===== src/rtl/bus_wait_ctrl.sv =====
// 6502 bus-cycle sequencer: decodes each phi2 cycle into RAM/ROM/VIA/ACIA,
// drives a registered active-low chip select and stretches RDY by a per-region wait count.
module bus_wait_ctrl #(
  parameter int CNT_W       = 4,
  parameter int SYNC_STAGES = 2
) (
  input  logic             clk,
  input  logic             rst,
  input  logic             phi2,
  input  logic [4:0]       addr_hi,
  input  logic             rw,
  input  logic             cfg_we,
  input  logic [1:0]       cfg_sel,
  input  logic [CNT_W-1:0] cfg_data,
  input  logic             err_clr,
  output logic             rdy,
  output logic             cs_ram_n,
  output logic             cs_rom_n,
  output logic             cs_via_n,
  output logic             cs_acia_n,
  output logic             busy,
  output logic [1:0]       region,
  output logic             overrun_err,
  output logic             rom_wr_err
);

  typedef enum logic [1:0] {
    S_IDLE = 2'd0,
    S_WAIT = 2'd1,
    S_HOLD = 2'd2
  } state_t;

  localparam logic [1:0] REG_RAM  = 2'd0;
  localparam logic [1:0] REG_ROM  = 2'd1;
  localparam logic [1:0] REG_VIA  = 2'd2;
  localparam logic [1:0] REG_ACIA = 2'd3;

  state_t r_state, w_state_nxt;

  logic [SYNC_STAGES-1:0] r_phi2_sync;
  logic                   r_phi2_dly;
  logic                   w_phi2_s;
  logic                   w_rise;
  logic                   w_fall;

  logic [CNT_W-1:0] r_wait_tbl [4];
  logic [CNT_W-1:0] r_cnt, w_cnt_nxt;
  logic             r_rdy, w_rdy_nxt;
  logic [3:0]       r_cs_n, w_cs_n_nxt;
  logic             r_busy, w_busy_nxt;
  logic [1:0]       r_region, w_region_nxt;
  logic             r_rw, w_rw_nxt;
  logic             r_a11, w_a11_nxt;
  logic             r_overrun;
  logic             r_rom_wr;

  logic [1:0]       w_dec_region;
  logic             w_dec_mapped;
  logic             w_rom_wr;
  logic             w_cs_en;
  logic [CNT_W-1:0] w_load_cnt;
  logic             w_ovr_set;
  logic             w_romwr_set;
  logic             w_unused_latched;

  assign w_phi2_s = r_phi2_sync[SYNC_STAGES-1];
  assign w_rise   = w_phi2_s & ~r_phi2_dly;
  assign w_fall   = ~w_phi2_s & r_phi2_dly;

  // Unmapped space reports the VIA code but never asserts a select.
  always_comb begin
    w_dec_mapped = 1'b1;
    w_dec_region = REG_VIA;
    if (addr_hi[4])       w_dec_region = REG_ROM;
    else if (!addr_hi[3]) w_dec_region = REG_RAM;
    else if (addr_hi[2])  w_dec_region = REG_VIA;
    else if (addr_hi[1])  w_dec_region = REG_ACIA;
    else                  w_dec_mapped = 1'b0;
  end

  assign w_rom_wr    = w_dec_mapped && (w_dec_region == REG_ROM) && !rw;
  assign w_cs_en     = w_dec_mapped && !w_rom_wr;
  assign w_load_cnt  = w_cs_en ? r_wait_tbl[w_dec_region] : '0;
  assign w_ovr_set   = (r_state == S_WAIT) && w_fall;
  assign w_romwr_set = (r_state == S_IDLE) && w_rise && w_rom_wr;

  // Latched cycle attributes are kept for visibility but do not steer anything.
  assign w_unused_latched = r_rw ^ r_a11;

  always_ff @(posedge clk or posedge rst) begin
    if (rst) begin
      r_state       <= S_IDLE;
      r_phi2_sync   <= '0;
      r_phi2_dly    <= 1'b0;
      r_wait_tbl[0] <= CNT_W'(0);
      r_wait_tbl[1] <= CNT_W'(1);
      r_wait_tbl[2] <= CNT_W'(2);
      r_wait_tbl[3] <= CNT_W'(3);
      r_cnt         <= '0;
      r_rdy         <= 1'b1;
      r_cs_n        <= 4'b1111;
      r_busy        <= 1'b0;
      r_region      <= REG_RAM;
      r_rw          <= 1'b1;
      r_a11         <= 1'b0;
      r_overrun     <= 1'b0;
      r_rom_wr      <= 1'b0;
    end else begin
      r_state     <= w_state_nxt;
      r_phi2_sync <= {r_phi2_sync[SYNC_STAGES-2:0], phi2};
      r_phi2_dly  <= w_phi2_s;
      if (cfg_we) r_wait_tbl[cfg_sel] <= cfg_data;
      r_cnt       <= w_cnt_nxt;
      r_rdy       <= w_rdy_nxt;
      r_cs_n      <= w_cs_n_nxt;
      r_busy      <= w_busy_nxt;
      r_region    <= w_region_nxt;
      r_rw        <= w_rw_nxt;
      r_a11       <= w_a11_nxt;
      r_overrun   <= w_ovr_set | (r_overrun & ~err_clr);
      r_rom_wr    <= w_romwr_set | (r_rom_wr & ~err_clr);
    end
  end

  always_comb begin
    w_state_nxt = r_state;
    case (r_state)
      S_IDLE: if (w_rise) w_state_nxt = (w_load_cnt == '0) ? S_HOLD : S_WAIT;
      S_WAIT: begin
        if (w_fall)                   w_state_nxt = S_IDLE;
        else if (r_cnt <= CNT_W'(1))  w_state_nxt = S_HOLD;
      end
      S_HOLD: if (w_fall) w_state_nxt = S_IDLE;
      default: w_state_nxt = S_IDLE;
    endcase
  end

  // Fall in WAIT takes priority over the count finishing on the same clock.
  always_comb begin
    w_cnt_nxt    = r_cnt;
    w_rdy_nxt    = r_rdy;
    w_cs_n_nxt   = r_cs_n;
    w_busy_nxt   = r_busy;
    w_region_nxt = r_region;
    w_rw_nxt     = r_rw;
    w_a11_nxt    = r_a11;
    case (r_state)
      S_IDLE: begin
        if (w_rise) begin
          w_region_nxt = w_dec_region;
          w_rw_nxt     = rw;
          w_a11_nxt    = addr_hi[0];
          w_busy_nxt   = 1'b1;
          w_cnt_nxt    = w_load_cnt;
          w_rdy_nxt    = (w_load_cnt == '0);
          w_cs_n_nxt   = w_cs_en ? ~(4'b0001 << w_dec_region) : 4'b1111;
        end
      end
      S_WAIT: begin
        if (w_fall) begin
          w_rdy_nxt  = 1'b1;
          w_cs_n_nxt = 4'b1111;
          w_busy_nxt = 1'b0;
          w_cnt_nxt  = '0;
        end else if (r_cnt <= CNT_W'(1)) begin
          w_cnt_nxt = '0;
          w_rdy_nxt = 1'b1;
        end else begin
          w_cnt_nxt = r_cnt - CNT_W'(1);
        end
      end
      S_HOLD: begin
        if (w_fall) begin
          w_cs_n_nxt = 4'b1111;
          w_busy_nxt = 1'b0;
        end
      end
      default: begin
        w_rdy_nxt  = 1'b1;
        w_cs_n_nxt = 4'b1111;
        w_busy_nxt = 1'b0;
      end
    endcase
  end

  assign rdy         = r_rdy;
  assign cs_ram_n    = r_cs_n[0];
  assign cs_rom_n    = r_cs_n[1];
  assign cs_via_n    = r_cs_n[2];
  assign cs_acia_n   = r_cs_n[3];
  assign busy        = r_busy;
  assign region      = r_region;
  assign overrun_err = r_overrun;
  assign rom_wr_err  = r_rom_wr;

endmodule


===== config.mk =====
export PLATFORM = sky130hd
export DESIGN_NAME = bus_wait_ctrl
export DESIGN_NICKNAME = d
export VERILOG_FILES = /design/src/rtl/bus_wait_ctrl.sv
export SDC_FILE = /design/constraint.sdc
export NUM_CORES = 1
export LEC_CHECK = 0
export ABC_AREA = 1
export BUFFER_PORTS_ARGS = -buffer_cell sky130_fd_sc_hd__buf_2
export CAP_MARGIN = 5
export CORE_MARGIN = 3
export CORE_UTILIZATION = 30
export DETAILED_ROUTE_END_ITERATION = 8
export PLACE_DENSITY_LB_ADDON = 0.15
export SLEW_MARGIN = 20
export SYNTH_ARGS = -nofsm -noshare
export SYNTH_HDL_FRONTEND = slang
export SYNTH_SLANG_ARGS = --single-unit

===== constraint.sdc =====
create_clock -name clk -period 1.9 [get_ports clk]
set_input_delay 0.095 -clock clk [delete_from_list [all_inputs] [get_ports clk]]
set_output_delay 0.095 -clock clk [all_outputs]
set_load 0.02 [all_outputs]

==> results.toml, run 1 <==
[run_status]
outcome = "finished, final reports clean"

[timing]
tightest_slew_ns = 0.546
fin_setup_tns_ns = 0
holdWs_ns = 0.0487
drv_slew = 0
min_period_ns = 1.66
rsz0062_at_grt = "no"
setup_violations = 0
skew_ns = 0.00715
finalHoldViolCount = 0
slew_headroom_pct = 63.4
max_freq_ghz = 0.602
fin_crit_sh_pct = 87.5

[power_and_ir_drop]
p_int_w = 0.00156
seqPwrFrac_pct = 42.9
power_leakage_nw = 1.06
p_clk_share_pct = 21.1
p_sw_w = 0.000929
netSwitchingFraction_pct = 37.4
pwr-share-comb_pct = 36.0
powerDensity_nw_per_um2 = 1170
irDropWorstVdd_v = 0.000488

[clocking]
cts_sinks = 35
ctsHtreeMaxLevel = 2
clk_path_buf_depth = 2
root_buffer = "clkbuf_8"
cts.reportedPaths.clkPinSlew_ns = 0.07
cts_buffers = 5
cts_tree = "built"
clk_latency_ns = 0.28
post_cts_resize_count = 0
postCtsSetupBuffers = 0
cts_hold_buf = 4

[synth]
ys_seq_area_share_pct = 50.3
ys_seq_elements = 35
yosysWarnings = 0
synthesis.area_um2 = 1760
syn_inst = 209
synth_nets = 231
synth_cell_types = 28
avgSynthCellArea_um2 = 8.44

[critical_path]
cp-start-kind = "register"
crit_type = "register to register"
worstSetupEndpointType = "register"
required_ns = 2.12
path_max_fanout = 5
cp.arrival_ns = 1.88

[die]
coreArea_um2 = 5610
die_h_um = 82.7
io_pins = 27
dieArea_um2 = 6830
rows = 27
initial_core_util_pct = 31.4
die_x_um = 82.7

[cells_and_area]
antennaDiodeCount = 0
final_common_cell = "nand2_1"
areaGrowthSynthToFinish_pct = 20.3
finalInstanceArea_um2 = 2120
drive_gt1_share_pct = 23.7
fin_nets = 270
final_cell_mix = "nand2_1 (49), inv_1 (35), dfrtp_1 (26), buf_2 (25), o21ai_0 (22)"

[min_path]
holdCritPathClass = "primary input to register"

[run]
max_cap_violations = 0

[detailed_routing]
vias = 1402
drt-initial-drc-count = 76
drt_first_pass_iters = 4
ant_nets = 0
wl_mm = 3.87
avgRoutedWirePerCell_um = 12.0
drc = 0
viasPerCell = 4.37

[global_routing]
grt_max_degree = 36
grt_pass1_vias = 1421
grt_usage_pct = 12.9
antenna_found_initial = 0
grt_pass1_wl_mm = 6.58
overflow = 0

[placed_design]
gp_congestion = 0.779
place_area_um2 = 2000
hpwl_mm = 2.82
numPortBuffers = 25
[routing by layer]
layer,vias to the layer above,wire (um),GRT usage (%)
li1,751,-,-
met1,614,1950,16.8
met2,33,1630,20.9
met3,4,236,3.25
met4,0,44,4.41
met5,-,0,0
[state kept, by name, indices dropped and copies added (netlist names)]
name	count
r_wait_tbl	16
r_cnt	4
r_cs_n	4
r_phi2_sync	2
r_state	2
region	2
busy	1
overrun_err	1
r_phi2_dly	1
rdy	1
rom_wr_err	1
[worst max-delay path, cell delays in order (launching register included)]
cell     delay, ns
dfrtp_1       0.40
inv_1         0.09
ha_1          0.22
inv_1         0.11
a21oi_1       0.21
nor3_2        0.09
a21oi_1       0.24
nor2_1        0.09
a21oi_2       0.14
[Yosys cell counts]
cell type	count	area [um2]
a31oi_4	1	21.3
nor2_4	1	11.3
nor2_1	13	48.8
a21oi_2	1	8.76
o31ai_1	1	7.51
nor3_2	1	10.0
a41oi_1	1	8.76
dfrtp_1	26	651
nand3_2	4	40.0
a21oi_1	2	10.0
mux2_2	1	11.3
or2_2	1	6.26
nand2_2	1	6.26
xor2_1	1	8.76
inv_1	35	131
o21ai_0	22	110
o22ai_1	1	6.26
nor2_2	2	12.5
a31oi_1	7	43.8
o21ai_1	2	10.0
nor3_1	2	10.0
nand3_1	15	75.1
o32ai_1	1	8.76
dfstp_2	9	236
inv_2	3	11.3
ha_1	5	62.6
nand2_4	1	11.3
nand2_1	49	184
[cell type report]
cell class | instances | area (um2)
Fill cell | 605 | 3490
Sequential cell | 35 | 887
Multi-Input combinational cell | 136 | 733
Timing Repair Buffer | 32 | 188
Inverter | 38 | 143
Tap cell | 72 | 90.1
Clock buffer | 8 | 80.1
[cell families (layout without fill, tap and decap cells)]
| kind of cell | count (synthesis) | in the layout | share of synthesized area (%) |
|---|---|---|---|
| muxes | 1 | 1 | 0.639 |
| xor gates and xnor gates | 1 | 1 | 0.497 |
| AOI/OAI and AO/OA | 39 | 39 | 13.3 |
| DFF | 35 | 35 | 50.3 |
| and+or+nand+nor | 90 | 90 | 23.6 |
| buffers and inverters | 38 | 78 | 8.09 |
| adders and majority gates | 5 | 5 | 3.55 |
[power groups by stage]
stage               Clock [W]  Combinational (W)  Sequential (W)
global route         0.000575            0.00105         0.00110
CTS                  0.000544           0.000917         0.00107
global placement            0           0.000895         0.00108
detailed placement          0           0.000909         0.00108
floorplan                   0           0.000600         0.00113
finish               0.000524           0.000895         0.00107
[final timing paths]
check | slack, ns | endpoint | cells after the start | start
setup / recovery | 0.24 | r_state[1] | 8 | r_state[0]
hold / removal | 0.05 | r_cs_n[1] | 2 | addr_hi[4]
setup reg to reg | 0.24 | r_state[1] | 8 | r_state[0]
hold reg to reg | 0.35 | r_phi2_sync[1] | 0 | r_phi2_sync[0]
max in group asynchronous | 1.10 | r_wait_tbl[5] | 4 | rst
min in group asynchronous | 0.45 | region[1] | 4 | rst
[stage by stage]
step	utilization, %	total power, W	cells	worst slack, ns
floorplan	-	0.00173	209	0.418
global placement	35.7	0.00197	309	0.258
detailed placement	35.7	0.00199	309	0.261
CTS	37.8	0.00253	321	0.228
global route	37.8	0.00272	321	0.0415
finish	37.8	0.00248	321	0.238
(Power assumes the default switching activity.)
==> run 2: changes to the inputs <==
==> constraint.sdc (replaced) <==
create_clock -name clk -period 1.7 [get_ports clk]
set_input_delay 0.085 -clock clk [delete_from_list [all_inputs] [get_ports clk]]
set_output_delay 0.085 -clock clk [all_outputs]
set_load 0.005 [all_outputs]
==> run 2 against run 1 <==
  * Setup slack worse by 0.095 ns
  * Critical endpoint unchanged
  * Clock skew is 0.0021 ns higher
  * Critical path depth is 1 higher
  * Clock power is 11% higher
  * Sequential cell count stayed put
  * Total power is 12% higher
  * Sequential share of layout area is 0.58 points lower
  * Utilization is 0.54 points higher
  * Count of clock-buffer cells in the layout stayed put
  * Cell count is 0.93% higher
  * Routed wire length is 1.1% higher
  * Global-route usage is 0.065 points higher
==> results.toml, run 2 (synthesized netlist as in run 1, its figures left out) <==
[detailed_routing]
drt-initial-drc-count = 85
ant_nets = 0
viasPerCell = 4.52
wl_mm = 3.91
vias = 1464
drt_first_pass_iters = 4
drc = 0
avgRoutedWirePerCell_um = 12.1

[timing]
drv_slew = 0
setup_violations = 0
max_freq_ghz = 0.642
finalHoldViolCount = 0
min_period_ns = 1.56
fin_crit_sh_pct = 91.6
tightest_slew_ns = 0.450
slew_headroom_pct = 70.0
skew_ns = 0.00929

[cells_and_area]
reg_top3 = "r_wait_tbl (16), r_cnt (4), r_cs_n (4)"
final_util_pct = 38.4
antennaDiodeCount = 0
fin_nets = 273
top_register = "r_wait_tbl"
areaGrowthSynthToFinish_pct = 22.0
largest_register_ffs = 16
drive_gt1_share_pct = 25.4
final_cell_mix = "nand2_1 (49), inv_1 (35), dfrtp_1 (26), buf_2 (25), o21ai_0 (22)"
final_common_cell = "nand2_1"

[power_and_ir_drop]
seqPwrFrac_pct = 43.0
powerDensity_nw_per_um2 = 1290
power_leakage_nw = 1.08
finalPower_w = 0.00278
p_clk_share_pct = 20.9
p_sw_w = 0.000986
netSwitchingFraction_pct = 35.5
irDropWorstVdd_v = 0.000563
p_int_w = 0.00179
pwr-share-comb_pct = 36.1

[clocking]
cts_sinks = 35
clk_path_buf_depth = 2
cts.reportedPaths.clkPinSlew_ns = 0.07
root_buffer = "clkbuf_8"
clk_latency_ns = 0.29
cts_tree = "built"
ctsHtreeMaxLevel = 2
cts_buffers = 5

[run]
max_cap_violations = 0

[critical_path]
cp.arrival_ns = 1.74
reg2regPathDepth = 9
crit_type = "register to register"
cp-endpoint = "r_state[1]"
cpPeakStageDelay_ns = 0.42
path_cells = "inv_1 > ha_1 > nor2_1 > nor3_1 > nor2_2 > nor3_2 > a21oi_2 > nor2_1 > a21oi_2"
worstSetupEndpointType = "register"
r2r_start = "r_cnt[0]"
path_max_fanout = 4
cp-startpoint = "r_cnt[0]"
required_ns = 1.88
rr_endpoint = "r_state[1]"
slowest_stage = "dfrtp_1"
r2r_slack_ns = 0.14
cp-start-kind = "register"

[global_routing]
antenna_found_initial = 0
grt_usage_pct = 13.0
grt_pass1_vias = 1461
overflow = 0
grt_max_degree = 36
grt_pass1_wl_mm = 6.64

[die]
rows = 27
dieArea_um2 = 6830
io_pins = 27
initial_core_util_pct = 31.4
coreArea_um2 = 5610
die_h_um = 82.7
die_x_um = 82.7

[placed_design]
hpwl_mm = 2.78
numPortBuffers = 25
gp_congestion = 0.776

[run_status]
outcome = "finished, final reports clean"

[min_path]
holdCritPathClass = "primary input to register"
[run 2: changes by cell type in the layout (fill, tap and decap cells not counted), sizes merged]
| cell | before | now |
|---|---|---|
| buf | 28 | 31 |
[run 2: layer usage]
metal	share of wire [%]	GRT usage, %	vias to the layer above
met5	0	0	-
met4	1.9	5.39	0
met3	5.3	3.25	7
met2	43	20.5	34
met1	49	16.9	668
li1	-	-	755
[run 2: what timing repair did]
item | in CTS | in global routing
hold buffers | 4 | 0
gates resized for setup | 0 | 2
hold endpoints to repair | 29 | 0
setup buffers | 0 | 0
setup endpoints to repair | 0 | 5
[run 2: layout make-up]
type	count	area [um2]
inverter	38	143
clock buffer	8	80.1
fill	621	3460
multi-input combinational	136	741
timing repair buffer	35	210
tap	72	90.1
sequential	35	887
[run 2: stage by stage]
stage / worst slack (ns) / instances / cell area [um2] / hold WS (ns) / TNS (ns)
finish: 0.143 / 324 / 2150 / 0.0392 / 0
global placement: 0.133 / 312 / 2020 / 0.194 / 0
detailed placement: 0.126 / 312 / 2020 / 0.195 / 0
floorplan: 0.218 / 209 / 1760 / 0.116 / 0
global route: -0.0142 / 324 / 2150 / 0.0489 / -0.0142
CTS: 0.0901 / 324 / 2140 / 0.0366 / 0
[run 2: power groups by stage]
| stage | clock network [W] | logic [W] | registers [W] |
|---|---|---|---|
| finish | 0.000580 | 0.00100 | 0.00119 |
| detailed placement | 0 | 0.00100 | 0.00121 |
| global placement | 0 | 0.000981 | 0.00120 |
| CTS | 0.000602 | 0.00101 | 0.00119 |
| global route | 0.000632 | 0.00117 | 0.00122 |
| floorplan | 0 | 0.000671 | 0.00119 |
[run 2: critical path, delay by kind of cell (launching register included)]
family,cells,cell delay (ns)
AND/OR/NAND/NOR,5,0.63
flip-flops,1,0.42
adder cells (fa/ha/maj),1,0.19
AO/OA/AOI/OAI,2,0.13
buffers and inverters,1,0.09
[run 2: how the worst min path moves through the flow]
stage                    start  cells past startpoint              to  slack [ns]
floorplan                 phi2                      0  r_phi2_sync[0]        0.12
global placement          phi2                      1  r_phi2_sync[0]        0.19
detailed placement        phi2                      1  r_phi2_sync[0]        0.19
CTS                 addr_hi[4]                      2       r_cs_n[1]        0.04
global route        addr_hi[4]                      2       r_cs_n[1]        0.05
finish              addr_hi[4]                      2       r_cs_n[1]        0.04
